## src/rtl/multi_input_capture.sv

```systemverilog
// rtl/multi_input_capture.sv - multi-channel input capture timer with shared timebase
//
// Purpose:
//   A free-running CW-bit timebase shared by CH capture channels. Each channel
//   synchronizes its asynchronous input and detects rising, falling or both
//   edges. On a qualified edge it latches the timebase into its capture
//   register and raises a pending flag. A capture that arrives while the
//   pending flag is still set raises an overrun flag.
//
// Ports:
//   clk       - single clock, rising-edge
//   rst       - synchronous active-low reset
//   en        - timebase count enable and capture enable
//   sig       - [CH-1:0] asynchronous capture inputs
//   edge_sel  - [2*CH-1:0] per-channel mode: 00 off, 01 rise, 10 fall, 11 both
//   clr_val   - [CH-1:0] per-channel clear of the capture register
//   clr_flag  - [CH-1:0] per-channel clear of int_flag / ovf_flag
//   count     - [CW-1:0] timebase value
//   val       - [CH*CW-1:0] capture registers, channel i at [i*CW +: CW]
//   int_flag  - [CH-1:0] capture pending
//   ovf_flag  - [CH-1:0] capture overrun
//   irq       - registered OR of all int_flag and ovf_flag bits

module multi_input_capture #(
  parameter int CH = 4,
  parameter int CW = 16
) (
  input  logic             clk,
  input  logic             rst,
  input  logic             en,
  input  logic [CH-1:0]    sig,
  input  logic [2*CH-1:0]  edge_sel,
  input  logic [CH-1:0]    clr_val,
  input  logic [CH-1:0]    clr_flag,
  output logic [CW-1:0]    count,
  output logic [CH*CW-1:0] val,
  output logic [CH-1:0]    int_flag,
  output logic [CH-1:0]    ovf_flag,
  output logic             irq
);

  // synchronizer, history and registered edge qualifier
  logic [CH-1:0] sync1;
  logic [CH-1:0] sync2;
  logic [CH-1:0] hist;
  logic [CH-1:0] edge_q;

  // counts clocks since reset release; edges are ignored until it saturates
  logic [1:0]    arm;
  logic          armed;

  logic [CW-1:0] cnt_r;
  logic [CW-1:0] val_r [CH];
  logic [CH-1:0] int_r;
  logic [CH-1:0] ovf_r;
  logic          irq_r;

  logic [CH-1:0] det;
  logic [CH-1:0] cap;

  assign armed = (arm == 2'd3);

  // Edge detection compares the synchronized level with the history flop.
  // The result is registered into edge_q, so the capture happens one cycle
  // later using the timebase value present in that capture cycle. This
  // gives three clocks from the first sampling edge to the register update.
  always_comb begin
    det = '0;
    cap = '0;
    for (int i = 0; i < CH; i++) begin
      det[i] = (edge_sel[2*i]   &  sync2[i] & ~hist[i]) |
               (edge_sel[2*i+1] & ~sync2[i] &  hist[i]);
      cap[i] = edge_q[i] & en;
    end
  end

  always_ff @(posedge clk) begin
    if (!rst) begin
      sync1  <= '0;
      sync2  <= '0;
      hist   <= '0;
      edge_q <= '0;
      arm    <= 2'd0;
      cnt_r  <= '0;
      int_r  <= '0;
      ovf_r  <= '0;
      irq_r  <= 1'b0;
      for (int i = 0; i < CH; i++) begin
        val_r[i] <= '0;
      end
    end else begin
      // the input pipeline keeps tracking sig even while en=0, so a level
      // change during a disabled window is absorbed rather than replayed
      sync1 <= sig;
      sync2 <= sync1;
      hist  <= sync2;

      if (!armed) begin
        arm <= arm + 2'd1;
      end

      edge_q <= det & {CH{armed & en}};

      if (en) begin
        cnt_r <= cnt_r + CW'(1);
      end

      for (int i = 0; i < CH; i++) begin
        if (cap[i]) begin
          // capture wins over a coincident flag clear; overrun only when a
          // pending capture was not being acknowledged in the same cycle
          int_r[i] <= 1'b1;
          ovf_r[i] <= int_r[i] & ~clr_flag[i];
        end else if (clr_flag[i]) begin
          int_r[i] <= 1'b0;
          ovf_r[i] <= 1'b0;
        end

        // a value clear overrides the timestamp but not the flag effects
        if (clr_val[i]) begin
          val_r[i] <= '0;
        end else if (cap[i]) begin
          val_r[i] <= cnt_r;
        end
      end

      irq_r <= (|int_r) | (|ovf_r);
    end
  end

  assign count    = cnt_r;
  assign int_flag = int_r;
  assign ovf_flag = ovf_r;
  assign irq      = irq_r;

  for (genvar g = 0; g < CH; g++) begin : g_val
    assign val[g*CW +: CW] = val_r[g];
  end

endmodule

```

## config.mk

```make
export PLATFORM = sky130hd
export DESIGN_NAME = multi_input_capture
export DESIGN_NICKNAME = d
export VERILOG_FILES = /design/src/rtl/multi_input_capture.sv
export SDC_FILE = /design/constraint.sdc
export NUM_CORES = 1
export LEC_CHECK = 0
export BUFFER_PORTS_ARGS = -buffer_cell sky130_fd_sc_hd__buf_2
export CAP_MARGIN = 10
export CORE_MARGIN = 8
export CORE_UTILIZATION = 40
export CTS_CLUSTER_SIZE = 16
export DETAILED_ROUTE_END_ITERATION = 16
export RECOVER_POWER = 100
export SLEW_MARGIN = 5
export SYNTH_ARGS = -nofsm -noshare
export SYNTH_HDL_FRONTEND = slang
export SYNTH_SLANG_ARGS = --single-unit
```

## constraint.sdc

```tcl
create_clock -name clk -period 4.2 [get_ports clk]
set_input_delay 0.63 -clock clk [delete_from_list [all_inputs] [get_ports clk]]
set_output_delay 0.63 -clock clk [all_outputs]
set_load 0.1 [all_outputs]
```

* Word-level counts from Yosys, hierarchy flattened
Memories as Yosys holds them, arrays and structs flattened.
Index checks and enable logic that the tools add are counted.
** Storage, ports and cells
- Bits in writable memories :: 64
- Flip-flop bits (word level) :: 43
- Logic and storage cells :: 125
- Latch bits :: 0
- Memory bits (read-only) :: 0
- Output and inout port bits :: 89
- Memories :: 1
- Bits of input ports :: 23
** Operators by class
- Divide/modulo/power cells :: 0
- Shift-type cells :: 0
- Add/subtract/negate cells :: 2
- Reduce and logical (&&, ||, !) cells :: 6
- Mux-type cells :: 49
- Equal/unequal tests :: 1
- $lt $le $gt $ge :: 0
- Multiply operators :: 0
- Bitwise operators :: 51
** Memories
- val_r :: words 4, bits a word 16, rd ports 4, clocked after Yosys merged registers in 0, write ports 4, line 53 : logic [CW-1:0] val_r [CH];
** Operator list (number)
- 2-to-1 mux 16 bit :: 8
- 2-to-1 mux 1 bit :: 41
- bitwise AND 1 bit :: 25
- adder 16 x 1 -> 16 bit, second input constant :: 1
- OR 1 bit :: 13
- inverter 1 bit :: 12
- nonzero test 2 bit :: 4
- OR reduction 4 bit :: 2
- bitwise AND 4 bit :: 1
- adder 2 x 1 -> 2 bit, second input constant :: 1
- == test 2 bit, second input constant :: 1

* Longest topological paths before layout
Gate-level depths: netlist of the first run.
- Depth after elaboration :: 6
- Gate-level depth with buffers :: 5

* Least setup slack after synthesis of the first run
OpenSTA, ideal clock, no wires.
- Path type :: flip-flop to flip-flop
- From :: register cnt_r[0], in the netlist count[0]
- To :: register cnt_r[10], in the netlist count[10]
- Period minus slack after synthesis :: 2.256 ns
- Slack :: 1.944 ns
- Stages on the path, launching flop included :: 5
- Arrival :: 2.185 ns
- Setup time :: 0.070 ns
- Cells stage by stage :: dfxtp_1 -> ha_1 -> nand3_1 -> or4_1 -> a21oi_1
** On the way
- Word-level cells in the longest chain between the ends :: 1
** RTL lines
- start: declaration :: line 52 : logic [CW-1:0] cnt_r;
- start signal: assignment :: line 105 : cnt_r <= cnt_r + CW'(1);
- adder 16 x 1 -> 16 bit :: line 105
No other way between the ends.
A chain may end at the register's enable or synchronous reset.

* Worst setup path in the final report of the first run
- From :: register cnt_r[11], in the netlist count[11]
- To :: output port count[11]
** RTL lines
- end: declaration :: line 35 : output logic [CW-1:0] count,
No word-level cell between the ends.

==> summary.md, run 1 <==
| Metric | Value |
|---|---|
| Highest cell delay on the worst timing path | 0.94 ns |
| Worst-case setup slack after placement | 1.77 ns |
| Power per cell area | 433 mW/mm^2 |
| Synthesized net count | 340 |
| Maximum number of pins on one net before global-route repair | 28 |
| Sequential group share of total power | 56.1% |
| Top-level port count | 112 |
| Resized cells post-CTS | 0 |
| Part of the cycle the worst path needs | 59.4% |
| Result of the run | complete, no violations |
| Final setup violation count | 0 |
| Internal | 1.41 mW |
| Proportion of netlist area held by the largest area contributor | 47.0% |
| Met2 routed WL | 4.09 mm |
| Combinational share of power | 15.3% |
| Clock network power share | 28.6% |
| Leakage power | 1.73 nW |
| Most area-hungry cell type in the Yosys netlist | sky130_fd_sc_hd__edfxtp_1 |
| Number of buffers created by CTS | 9 |
| Cell chosen for the clock root | sky130_fd_sc_hd__clkbuf_8 |
| Maximum fanout count along the critical path | 11 |
| Clock latency at the later pin of the worst-skew pair | 0.37 ns |
| Synth top area cells | sky130_fd_sc_hd__edfxtp_1, sky130_fd_sc_hd__dfxtp_1, sky130_fd_sc_hd__and2_1, sky130_fd_sc_hd__mux2i_1, sky130_fd_sc_hd__nand2_1 |
| N_diodes | 0 |
| Chip Width | 117 um |
| Cell row count | 37 |
| H-tree levels | 3 |
| Final design area excluding fillers | 0.00480 mm^2 |
| Post-route worst hold slack | 0.424 ns |
| Post-detailed-routing wire length | 8.94 mm |
| Detailed Place HPWL | 6.36 mm |
| Clock transition at the registers of the reported paths | 0.10 ns |
| First-pass GRT wire length | 13.9 mm |
| Netlist area before placement | 0.00409 mm^2 |
| Slew Viols, Final | 0 |
| Remaining antenna violation count | 0 |
| Routability cong. | 0.730 |
| Sequential fraction of the synthesis area | 68.1% |
| Critical Path Source Type | flop |
| Uppermost layer routed | met4 |
| Vias in the first global route | 2,668 |
| Detail-routed net length per standard cell | 15.9 um |
| Via count normalized by instance count | 4.71 |
| Type of destination of the critical path | output port |
| Total of max-cap violations | 0 |
| Post-DP Area | 0.00473 mm^2 |
| Actual slew at the worst max-slew pin | 1.23 ns |
| Yosys warning total | 0 |
| Max stage delay cell, worst path | sky130_fd_sc_hd__clkbuf_1 |
| Post-synthesis to final-layout area growth | 17.4% |
| Post-route setup TNS | 0 ns |
| Bufs on Longest Clock Path | 2 |
| Final setup skew | 0.0174 ns |
| Remaining DRCs | 0 |
| Placeable core region | 0.0101 mm^2 |
| Number of buffers added to fix hold violations after cts | 0 |
| Met1 wire length | 3.99 mm |
| Final setup margin | 1.71 ns |
| Overall global routing resource usage | 13.4% |
| Cell count after synthesis | 315 |
| Peak Freq | 401 MHz |
| Max-Slew Margin vs Limit | 18.6% |
| Vias | 2,655 |
| WP buf/inv | 1 |
| Final hold violation count | 0 |
| Total iterations of the first detailed-routing run | 4 |
| Wire length on met3 | 746 um |
| Share of total power consumed by net switching | 32.1% |
| Yosys cell types | 31 |
| Family with the most delay on the worst path | buffers and inverters |
| Total of flip-flops plus latches after synthesis | 107 |
| Layout Utilization | 47.3% |
| Die area | 0.0137 mm^2 |
| Share of post-route cells with drive strength above 1 | 10.7% |
| Most frequent cells in the layout | sky130_fd_sc_hd__clkbuf_1, sky130_fd_sc_hd__edfxtp_1, sky130_fd_sc_hd__and2_1 |
| Net load switching power | 0.668 mW |
| Fin nets | 448 |
| Number of antenna violations at the first check in global routing | 0 |
| Synthesized area per cell | 13.0 um^2 |
| Sequence of cells on the critical path | clkbuf_1 |
| Maximum vdd ir drop | 0.000139 V |
| Tightest Hold Check Type | input port to flop |
| Initial core utilization | 40.3% |
| Required time reported for the critical path endpoint | 3.57 ns |
| Total of buffers placed on input and output ports | 111 |
| Critical path data arrival time | 1.86 ns |
| Clock tree from TritonCTS | built |
| Final critical delay including setup and external delays | 2.49 ns |
| Most common cell after layout, fill and taps aside | sky130_fd_sc_hd__clkbuf_1 |
| Post-CTS Setup Repair Bufs | 0 |
| Height of the die | 117 um |
| Number of clock sinks seen by CTS | 107 |
| Initial DRC count | 152 |
| RSZ-0062 raised after global routing | false |
| Global route total overflow | 0 |
| Worst Setup Path Type | flop to output port |
==> state kept, by name (all words and copies together) (netlist names) <==
| signal | count |
|---|---|
| sync1 | 4 |
| sync2 | 4 |
| count | 16 |
| int_flag | 4 |
| arm | 2 |
| val_r | 64 |
| ovf_flag | 4 |
| hist | 4 |
| edge_q | 4 |
| irq | 1 |
==> synthesized netlist by cell type <==
master and n:
sky130_fd_sc_hd__ha_1 2, sky130_fd_sc_hd__o21ai_0 3, sky130_fd_sc_hd__or3_1 2, sky130_fd_sc_hd__a21oi_1 12
sky130_fd_sc_hd__mux2i_1 10, sky130_fd_sc_hd__o31ai_1 4, sky130_fd_sc_hd__nor3_1 4, sky130_fd_sc_hd__nor2_1 11
sky130_fd_sc_hd__nand2b_1 8, sky130_fd_sc_hd__or3_2 1, sky130_fd_sc_hd__and2_2 4, sky130_fd_sc_hd__nand4_1 4
sky130_fd_sc_hd__and2_1 72, sky130_fd_sc_hd__xnor2_1 1, sky130_fd_sc_hd__o22a_1 4, sky130_fd_sc_hd__nand3b_1 4
sky130_fd_sc_hd__nor4_1 6, sky130_fd_sc_hd__nor3b_2 4, sky130_fd_sc_hd__inv_1 3, sky130_fd_sc_hd__dfxtp_1 43
sky130_fd_sc_hd__or4_1 4, sky130_fd_sc_hd__nand2_1 21, sky130_fd_sc_hd__nand4_2 1, sky130_fd_sc_hd__buf_4 2
sky130_fd_sc_hd__xor2_1 4, sky130_fd_sc_hd__nand3_1 5, sky130_fd_sc_hd__buf_6 3, sky130_fd_sc_hd__buf_1 1
sky130_fd_sc_hd__clkbuf_1 7, sky130_fd_sc_hd__edfxtp_1 64, sky130_fd_sc_hd__buf_2 1
==> final timing paths <==
| check | startpoint | endpoint | slack, ns | cells after the start |
|---|---|---|---|---|
| max reg2reg | count[3]$_SDFFE_PN0P_ | count[10]$_SDFFE_PN0P_ | 2.30 | 3 |
| min reg2reg | sync1[2]$_SDFF_PN0_ | sync2[2]$_SDFF_PN0_ | 0.44 | 1 |
| min | clr_flag[2] | ovf_flag[2]$_SDFFE_PN0P_ | 0.42 | 2 |
| max | count[11]$_SDFFE_PN0P_ | count[11] | 1.71 | 1 |
==> worst reg2reg max path: stages, from the launching register on <==
cell	delay, ns
sky130_fd_sc_hd__dfxtp_1	0.56
sky130_fd_sc_hd__nand4_1	0.48
sky130_fd_sc_hd__or4_1	0.64
sky130_fd_sc_hd__a21oi_1	0.15
==> through the flow <==
step                      total power, mW  cells
final                                2.08    564
after global routing                 2.15    564
after CTS                            2.10    564
after detailed placement             1.52    548
after global placement               1.52    548
after floorplan                      1.46    315
==> cells by family after synthesis <==
group	Yosys count	share of synthesized area, %
adders and majority gates	2	0.612
muxes	10	2.45
DFF	107	68.1
and+or+nand+nor	151	22.0
buffers and inverters	17	2.33
xor gates and xnor gates	5	1.07
AOI/OAI and AO/OA	23	3.43
==> power groups by stage <==
stage | clock (mW) | sequential [mW] | combinational, mW
global route | 0.652 | 1.17 | 0.329
floorplan | 0 | 1.43 | 0.0383
detailed placement | 0 | 1.19 | 0.329
CTS | 0.609 | 1.17 | 0.329
global placement | 0 | 1.19 | 0.327
finish | 0.595 | 1.17 | 0.317
==> metal layers <==
metal  track usage (%)  up-vias
li1                  -     1316
met1              16.2     1237
met2              22.0       90
met3              3.80       12
met4              5.38        0
met5                 0        -
==> final cells by class <==
class | instances | area (um^2)
well taps | 136 | 170
repair buffers | 111 | 443
fillers | 967 | 5340
flip-flops and latches | 107 | 2780
clock inverters | 6 | 55.1
clock buffers | 10 | 128
inverters | 3 | 11.3
multi-input cells | 191 | 1210
No activity file was read; power rests on OpenSTA's default activity.
==> run 2: changes to the inputs <==
- clock period: 4.2 -> 2.5 ns (I/O delays scaled with it)
==> run 2 against run 1 <==
Net effect: cell area rose by 1.0%; highest routed layer is now met5; register-to-register slack got worse by 1.6 ns; global-route usage barely moved; clock power rose by 76%; worst setup slack got worse by 1.4 ns; largest power group unchanged; via count rose by 0.64%; die area did not move; critical path depth did not move; clock skew barely moved.
==> summary.md, run 2 (synthesized netlist as in run 1, its figures left out) <==
| Metric | Value |
|---|---|
| Post-synthesis to final-layout area growth | 18.6% |
| Most frequent cells in the layout | sky130_fd_sc_hd__clkbuf_1, sky130_fd_sc_hd__edfxtp_1, sky130_fd_sc_hd__and2_1 |
| Worst Hold Path EP | ovf_flag[1]$_SDFFE_PN0P_ |
| Resized cells post-CTS | 0 (unchanged) |
| Tightest Hold Check Type | input port to flop |
| WP buf/inv | 1 (unchanged) |
| Post-CTS Setup Repair Bufs | 0 (unchanged) |
| Clock tree from TritonCTS | built |
| Chip Width | 117 um (unchanged) |
| Remaining DRCs | 0 (unchanged) |
| Number of buffers added to fix hold violations after cts | 0 (unchanged) |
| Critical path data arrival time | 1.78 ns (-0.08 ns) |
| Max-Slew Margin vs Limit | 20.9% (+2.3 points) |
| Number of clock sinks seen by CTS | 107 (unchanged) |
| Largest register FFs | 64 (unchanged) |
| Cell chosen for the clock root | sky130_fd_sc_hd__clkbuf_8 |
| Height of the die | 117 um (unchanged) |
| R2R cell count | 3 (unchanged) |
| Initial core utilization | 40.3% (unchanged) |
| Die area | 0.0137 mm^2 (unchanged) |
| Number of buffers created by CTS | 9 (unchanged) |
| Timing startpoint of the critical path | count[3]$_SDFFE_PN0P_ |
| Final hold violation count | 0 (unchanged) |
| Number of antenna violations at the first check in global routing | 1 (+1) |
| Fin nets | 456 (+1.8%) |
| Remaining antenna violation count | 0 (unchanged) |
| Power per cell area | 731 mW/mm^2 (+69%) |
| Worst-case setup slack after placement | 0.715 ns (-1.05 ns) |
| Final setup skew | 0.0169 ns (-0.000431 ns) |
| Max stage delay cell, worst path | sky130_fd_sc_hd__clkbuf_1 |
| Share of post-route cells with drive strength above 1 | 11.9% (+1.2 points) |
| Top-level port count | 112 (unchanged) |
| Part of the cycle the worst path needs | 86.4% |
| Slew Viols, Final | 0 (unchanged) |
| Final instance count without filler cells | 572 (+1.4%) |
| First-pass GRT wire length | 14.0 mm (+1.0%) |
| Endpoint of the most critical register-to-register path | count[10]$_SDFFE_PN0P_ |
| Worst Setup Path Type | flop to output port |
| Placeable core region | 0.0101 mm^2 (unchanged) |
| Detailed Place HPWL | 6.50 mm (+2.1%) |
| R2r startpoint | count[3]$_SDFFE_PN0P_ |
| Vias | 2,672 (+0.64%) |
| Final critical delay including setup and external delays | 2.16 ns |
| Critical Path Source Type | flop |
| Maximum fanout count along the critical path | 10 (-1) |
| Actual slew at the worst max-slew pin | 1.19 ns (-0.0348 ns) |
| Placed cells | 556 (+1.5%) |
| Count of fill cells added during filler insertion | 978 (+1.1%) |
| Maximum vdd ir drop | 0.000390 V (+180%) |
| Total of buffers placed on input and output ports | 111 (unchanged) |
| Final setup violation count | 0 (unchanged) |
| Bufs on Longest Clock Path | 2 (unchanged) |
| Final setup margin | 0.341 ns (-1.36 ns) |
| RSZ-0062 raised after global routing | false |
| Cell row count | 37 (unchanged) |
| Footprint of the multi-input gates | 0.00119 mm^2 (-1.7%) |
| Total iterations of the first detailed-routing run | 4 (unchanged) |
| Maximum number of pins on one net before global-route repair | 28 (unchanged) |
| Startpoint of the most critical hold path | clr_flag[1] |
| H-tree levels | 3 (unchanged) |
| Leakage power | 1.79 nW (+3.1%) |
| Initial DRC count | 144 (-5.3%) |
| Register-to-register setup slack | 0.67 ns (-1.63 ns) |
| Type of destination of the critical path | output port |
| Result of the run | complete, no violations |
| Sequential Area | 0.00278 mm^2 (unchanged) |
| Clock latency at the later pin of the worst-skew pair | 0.36 ns (about the same) |
| Global route total overflow | 0 (unchanged) |
| Cell count of the worst hold path | 2 (unchanged) |
| Post-route setup TNS | 0 ns (unchanged) |
| Routability cong. | 0.730 (unchanged) |
| Total of max-cap violations | 0 (unchanged) |
| Post-detailed-routing wire length | 9.03 mm (+0.96%) |
| Detail-routed net length per standard cell | 15.8 um (-0.45%) |
| Family with the most delay on the worst path | buffers and inverters |
| Highest cell delay on the worst timing path | 0.92 ns (-0.02 ns) |
| Path length in cells of the critical path | 1 (unchanged) |
| Peak Freq | 463 MHz |
| Via count normalized by instance count | 4.67 (-0.77%) |
| Sequence of cells on the critical path | clkbuf_1 |
| Vias in the first global route | 2,749 (+3.0%) |
| Clock transition at the registers of the reported paths | 0.10 ns (about the same) |
| Overall global routing resource usage | 13.4% (about the same) |
| N_diodes | 0 (unchanged) |
| Required time reported for the critical path endpoint | 2.12 ns (-1.45 ns) |
| Most common cell after layout, fill and taps aside | sky130_fd_sc_hd__clkbuf_1 |
| Biggest register | val_r |
[run 2: changes by cell type in the layout (fill, tap and decap cells not counted), moves of 2 or more]
cell,delta
sky130_fd_sc_hd__and2_0,-7
sky130_fd_sc_hd__clkbuf_1,-2
sky130_fd_sc_hd__nor3b_2,-4
sky130_fd_sc_hd__nor3b_1,+4
sky130_fd_sc_hd__and2_1,+7
sky130_fd_sc_hd__clkbuf_2,+3
sky130_fd_sc_hd__buf_2,+3
sky130_fd_sc_hd__inv_6,-2
sky130_fd_sc_hd__clkinvlp_4,+2
sky130_fd_sc_hd__buf_4,+4
[run 2: area by class of cell]
class                           instances  area share [%]
Sequential cell                       107            57.4
Multi-Input combinational cell        191            24.5
Timing Repair Buffer                  119            10.2
Tap cell                              136            3.51
Clock buffer                           10            2.63
Clock inverter                          6            1.47
Inverter                                3           0.232
[run 2: metal layers]
| layer | track usage [%] | wire [um] |
|---|---|---|
| met5 | 0 | 16 |
| met3 | 3.69 | 782 |
| met1 | 16.4 | 4070 |
| met4 | 4.61 | 91 |
| met2 | 22.2 | 4070 |
[run 2: report_power, final]
part / internal, mW / switching (mW) / total (mW)
clock: 0.473 / 0.578 / 1.05
sequential: 1.93 / 0.0316 / 1.96
combinational: 0.0579 / 0.477 / 0.535
[run 2: metrics by stage]
stage	hold slack, ns	util [%]	instance area, um^2	power (mW)
final	0.178	47.8	4850	3.55
after CTS	0.161	49.2	4990	3.59
after global routing	0.167	47.8	4850	3.67
after global placement	0.414	47.2	4790	2.55
after detailed placement	0.419	47.2	4790	2.56
after floorplan	0.412	-	4090	2.46
[run 2: worst max path at each step]
stage                                  end  slack [ns]
floorplan           count[10]$_SDFFE_PN0P_        0.24
global placement    count[10]$_SDFFE_PN0P_        0.75
detailed placement  count[10]$_SDFFE_PN0P_        0.72
CTS                              count[11]        0.68
global route                     count[10]        0.28
finish                            count[3]        0.34
==> run 3: changes to the inputs <==
- MAX_ROUTING_LAYER: unset -> met4
==> run 3 against run 2 <==
Net effect: sequential share of layout area barely moved; non-clock buffer count did not move; via count fell by 0.22%; first-iteration DRC count fell by 4.9%.
==> summary.md, run 3 (synthesized netlist as in run 1, its figures left out) <==
| Metric | Value |
|---|---|
| Clock latency at the later pin of the worst-skew pair | 0.36 ns (about the same) |
| Cell row count | 37 (unchanged) |
| Tightest Hold Check Type | input port to flop |
| Largest register FFs | 64 (unchanged) |
| Number of clock sinks seen by CTS | 107 (unchanged) |
| Critical path data arrival time | 1.78 ns (about the same) |
| Top-level port count | 112 (unchanged) |
| Remaining antenna violation count | 0 (unchanged) |
| Maximum vdd ir drop | 0.000391 V (+0.22%) |
| Final hold violation count | 0 (unchanged) |
| Highest cell delay on the worst timing path | 0.92 ns (about the same) |
| H-tree levels | 3 (unchanged) |
| Post-synthesis to final-layout area growth | 18.7% (about the same) |
| Slew Viols, Final | 0 (unchanged) |
| Result of the run | complete, no violations |
| Post-detailed-routing wire length | 9.00 mm (-0.34%) |
| WP buf/inv | 1 (unchanged) |
| Endpoint of the most critical register-to-register path | count[10]$_SDFFE_PN0P_ |
| Via count normalized by instance count | 4.65 (-0.40%) |
| Post-route setup TNS | 0 ns (unchanged) |
| Actual slew at the worst max-slew pin | 1.19 ns (+0.000294 ns) |
| Total of max-cap violations | 0 (unchanged) |
| Final setup skew | 0.0170 ns (+0.0000842 ns) |
| Initial core utilization | 40.3% (unchanged) |
| Placeable core region | 0.0101 mm^2 (unchanged) |
| Peak Freq | 463 MHz (about the same) |
| Max-Slew Margin vs Limit | 20.9% (about the same) |
| Required time reported for the critical path endpoint | 2.12 ns (about the same) |
| Clock tree from TritonCTS | built |
| Height of the die | 117 um (unchanged) |
| RSZ-0062 raised after global routing | false |
| Post-CTS Setup Repair Bufs | 0 (unchanged) |
| Total iterations of the first detailed-routing run | 4 (unchanged) |
| Maximum number of pins on one net before global-route repair | 28 (unchanged) |
| Placed cells | 556 (unchanged) |
| Final critical delay including setup and external delays | 2.16 ns (+0.000564 ns) |
| R2r startpoint | count[3]$_SDFFE_PN0P_ |
| Sequence of cells on the critical path | clkbuf_1 |
| Biggest register | val_r |
| Most frequent cells in the layout | sky130_fd_sc_hd__clkbuf_1, sky130_fd_sc_hd__edfxtp_1, sky130_fd_sc_hd__and2_1 |
| Resized cells post-CTS | 0 (unchanged) |
| Startpoint of the most critical hold path | clr_flag[1] |
| Overall power consumption | 3.55 mW (about the same) |
| Bufs on Longest Clock Path | 2 (unchanged) |
| Initial DRC count | 137 (-4.9%) |
| Count of fill cells added during filler insertion | 979 (+0.10%) |
| Fin nets | 456 (unchanged) |
| Vias | 2,666 (-0.22%) |
| Routability cong. | 0.739 (+1.2%) |
| Cell count of the worst hold path | 2 (unchanged) |
| Number of buffers created by CTS | 9 (unchanged) |
| Cell chosen for the clock root | sky130_fd_sc_hd__clkbuf_8 |
| Detailed Place HPWL | 6.50 mm (unchanged) |
| Number of antenna violations at the first check in global routing | 1 (unchanged) |
| Chip Width | 117 um (unchanged) |
| Final instance count without filler cells | 573 (+0.17%) |
| Worst Setup Path Type | flop to output port |
| Share of post-route cells with drive strength above 1 | 11.9% (unchanged) |
| Final setup violation count | 0 (unchanged) |
| First-pass GRT wire length | 14.0 mm (-0.10%) |
| Die area | 0.0137 mm^2 (unchanged) |
| Most common cell after layout, fill and taps aside | sky130_fd_sc_hd__clkbuf_1 |
| Clock transition at the registers of the reported paths | 0.10 ns (about the same) |
| Overall global routing resource usage | 13.7% (+0.38 points) |
| Family with the most delay on the worst path | buffers and inverters |
| Register-to-register setup slack | 0.67 ns (about the same) |
| Leakage power | 1.79 nW (about the same) |
| Global route total overflow | 0 (unchanged) |
| Critical Path Source Type | flop |
| Detail-routed net length per standard cell | 15.7 um (-0.52%) |
| Remaining DRCs | 0 (unchanged) |
| Power per cell area | 731 mW/mm^2 (about the same) |
| Max stage delay cell, worst path | sky130_fd_sc_hd__clkbuf_1 |
| R2R cell count | 3 (unchanged) |
| Maximum fanout count along the critical path | 10 (unchanged) |
| Type of destination of the critical path | output port |
| Part of the cycle the worst path needs | 86.4% (about the same) |
| Vias in the first global route | 2,757 (+0.29%) |
| Number of buffers added to fix hold violations after cts | 0 (unchanged) |
| Total of buffers placed on input and output ports | 111 (unchanged) |
| Worst Hold Path EP | ovf_flag[1]$_SDFFE_PN0P_ |
-- run 3: cell count changes in the layout (fill, tap and decap cells not counted) --
cell                      before  now
sky130_fd_sc_hd__diode_2       0    1
-- run 3: through the flow --
stage	hold slack [ns]	instance area [um^2]	util, %	setup WS [ns]
after CTS	0.161	4990	49.2	0.677
after floorplan	0.412	4090	-	0.244
after global placement	0.414	4790	47.2	0.754
final	0.179	4850	47.8	0.340
after global routing	0.167	4850	47.8	0.277
after detailed placement	0.419	4790	47.2	0.715
-- run 3: layout make-up --
type | instances | area, um^2 | area share (%)
flip-flops and latches | 107 | 2780 | 57.4
multi-input cells | 191 | 1190 | 24.5
repair buffers | 119 | 495 | 10.2
well taps | 136 | 170 | 3.51
clock buffers | 10 | 128 | 2.63
clock inverters | 6 | 71.3 | 1.47
inverters | 3 | 11.3 | 0.232
diodes | 1 | 2.50 | 0.0516
-- run 3: routing by layer --
| metal | GRT usage, % | vias up | share of wire (%) |
|---|---|---|---|
| met4 | 4.61 | 0 | 1.0 |
| met1 | 16.7 | 1241 | 47 |
| met3 | 3.28 | 8 | 7.5 |
| met5 | - | - | 0 |
| li1 | - | 1336 | - |
| met2 | 22.1 | 81 | 45 |
-- run 3: power by group --
group	total, mW	internal [mW]	switching (mW)
Combinational	0.535	0.0580	0.477
Clock	1.05	0.473	0.579
Sequential	1.96	1.93	0.0316
-- run 3: how the worst max path moves through the flow --
stage / start / endpoint / cells after the start
global placement: count[5]$_SDFFE_PN0P_ / count[10]$_SDFFE_PN0P_ / 3
CTS: count[11]$_SDFFE_PN0P_ / count[11] / 1
detailed placement: count[0]$_SDFFE_PN0P_ / count[10]$_SDFFE_PN0P_ / 4
global route: count[10]$_SDFFE_PN0P_ / count[10] / 1
floorplan: count[0]$_SDFFE_PN0P_ / count[10]$_SDFFE_PN0P_ / 4
finish: count[3]$_SDFFE_PN0P_ / count[3] / 1
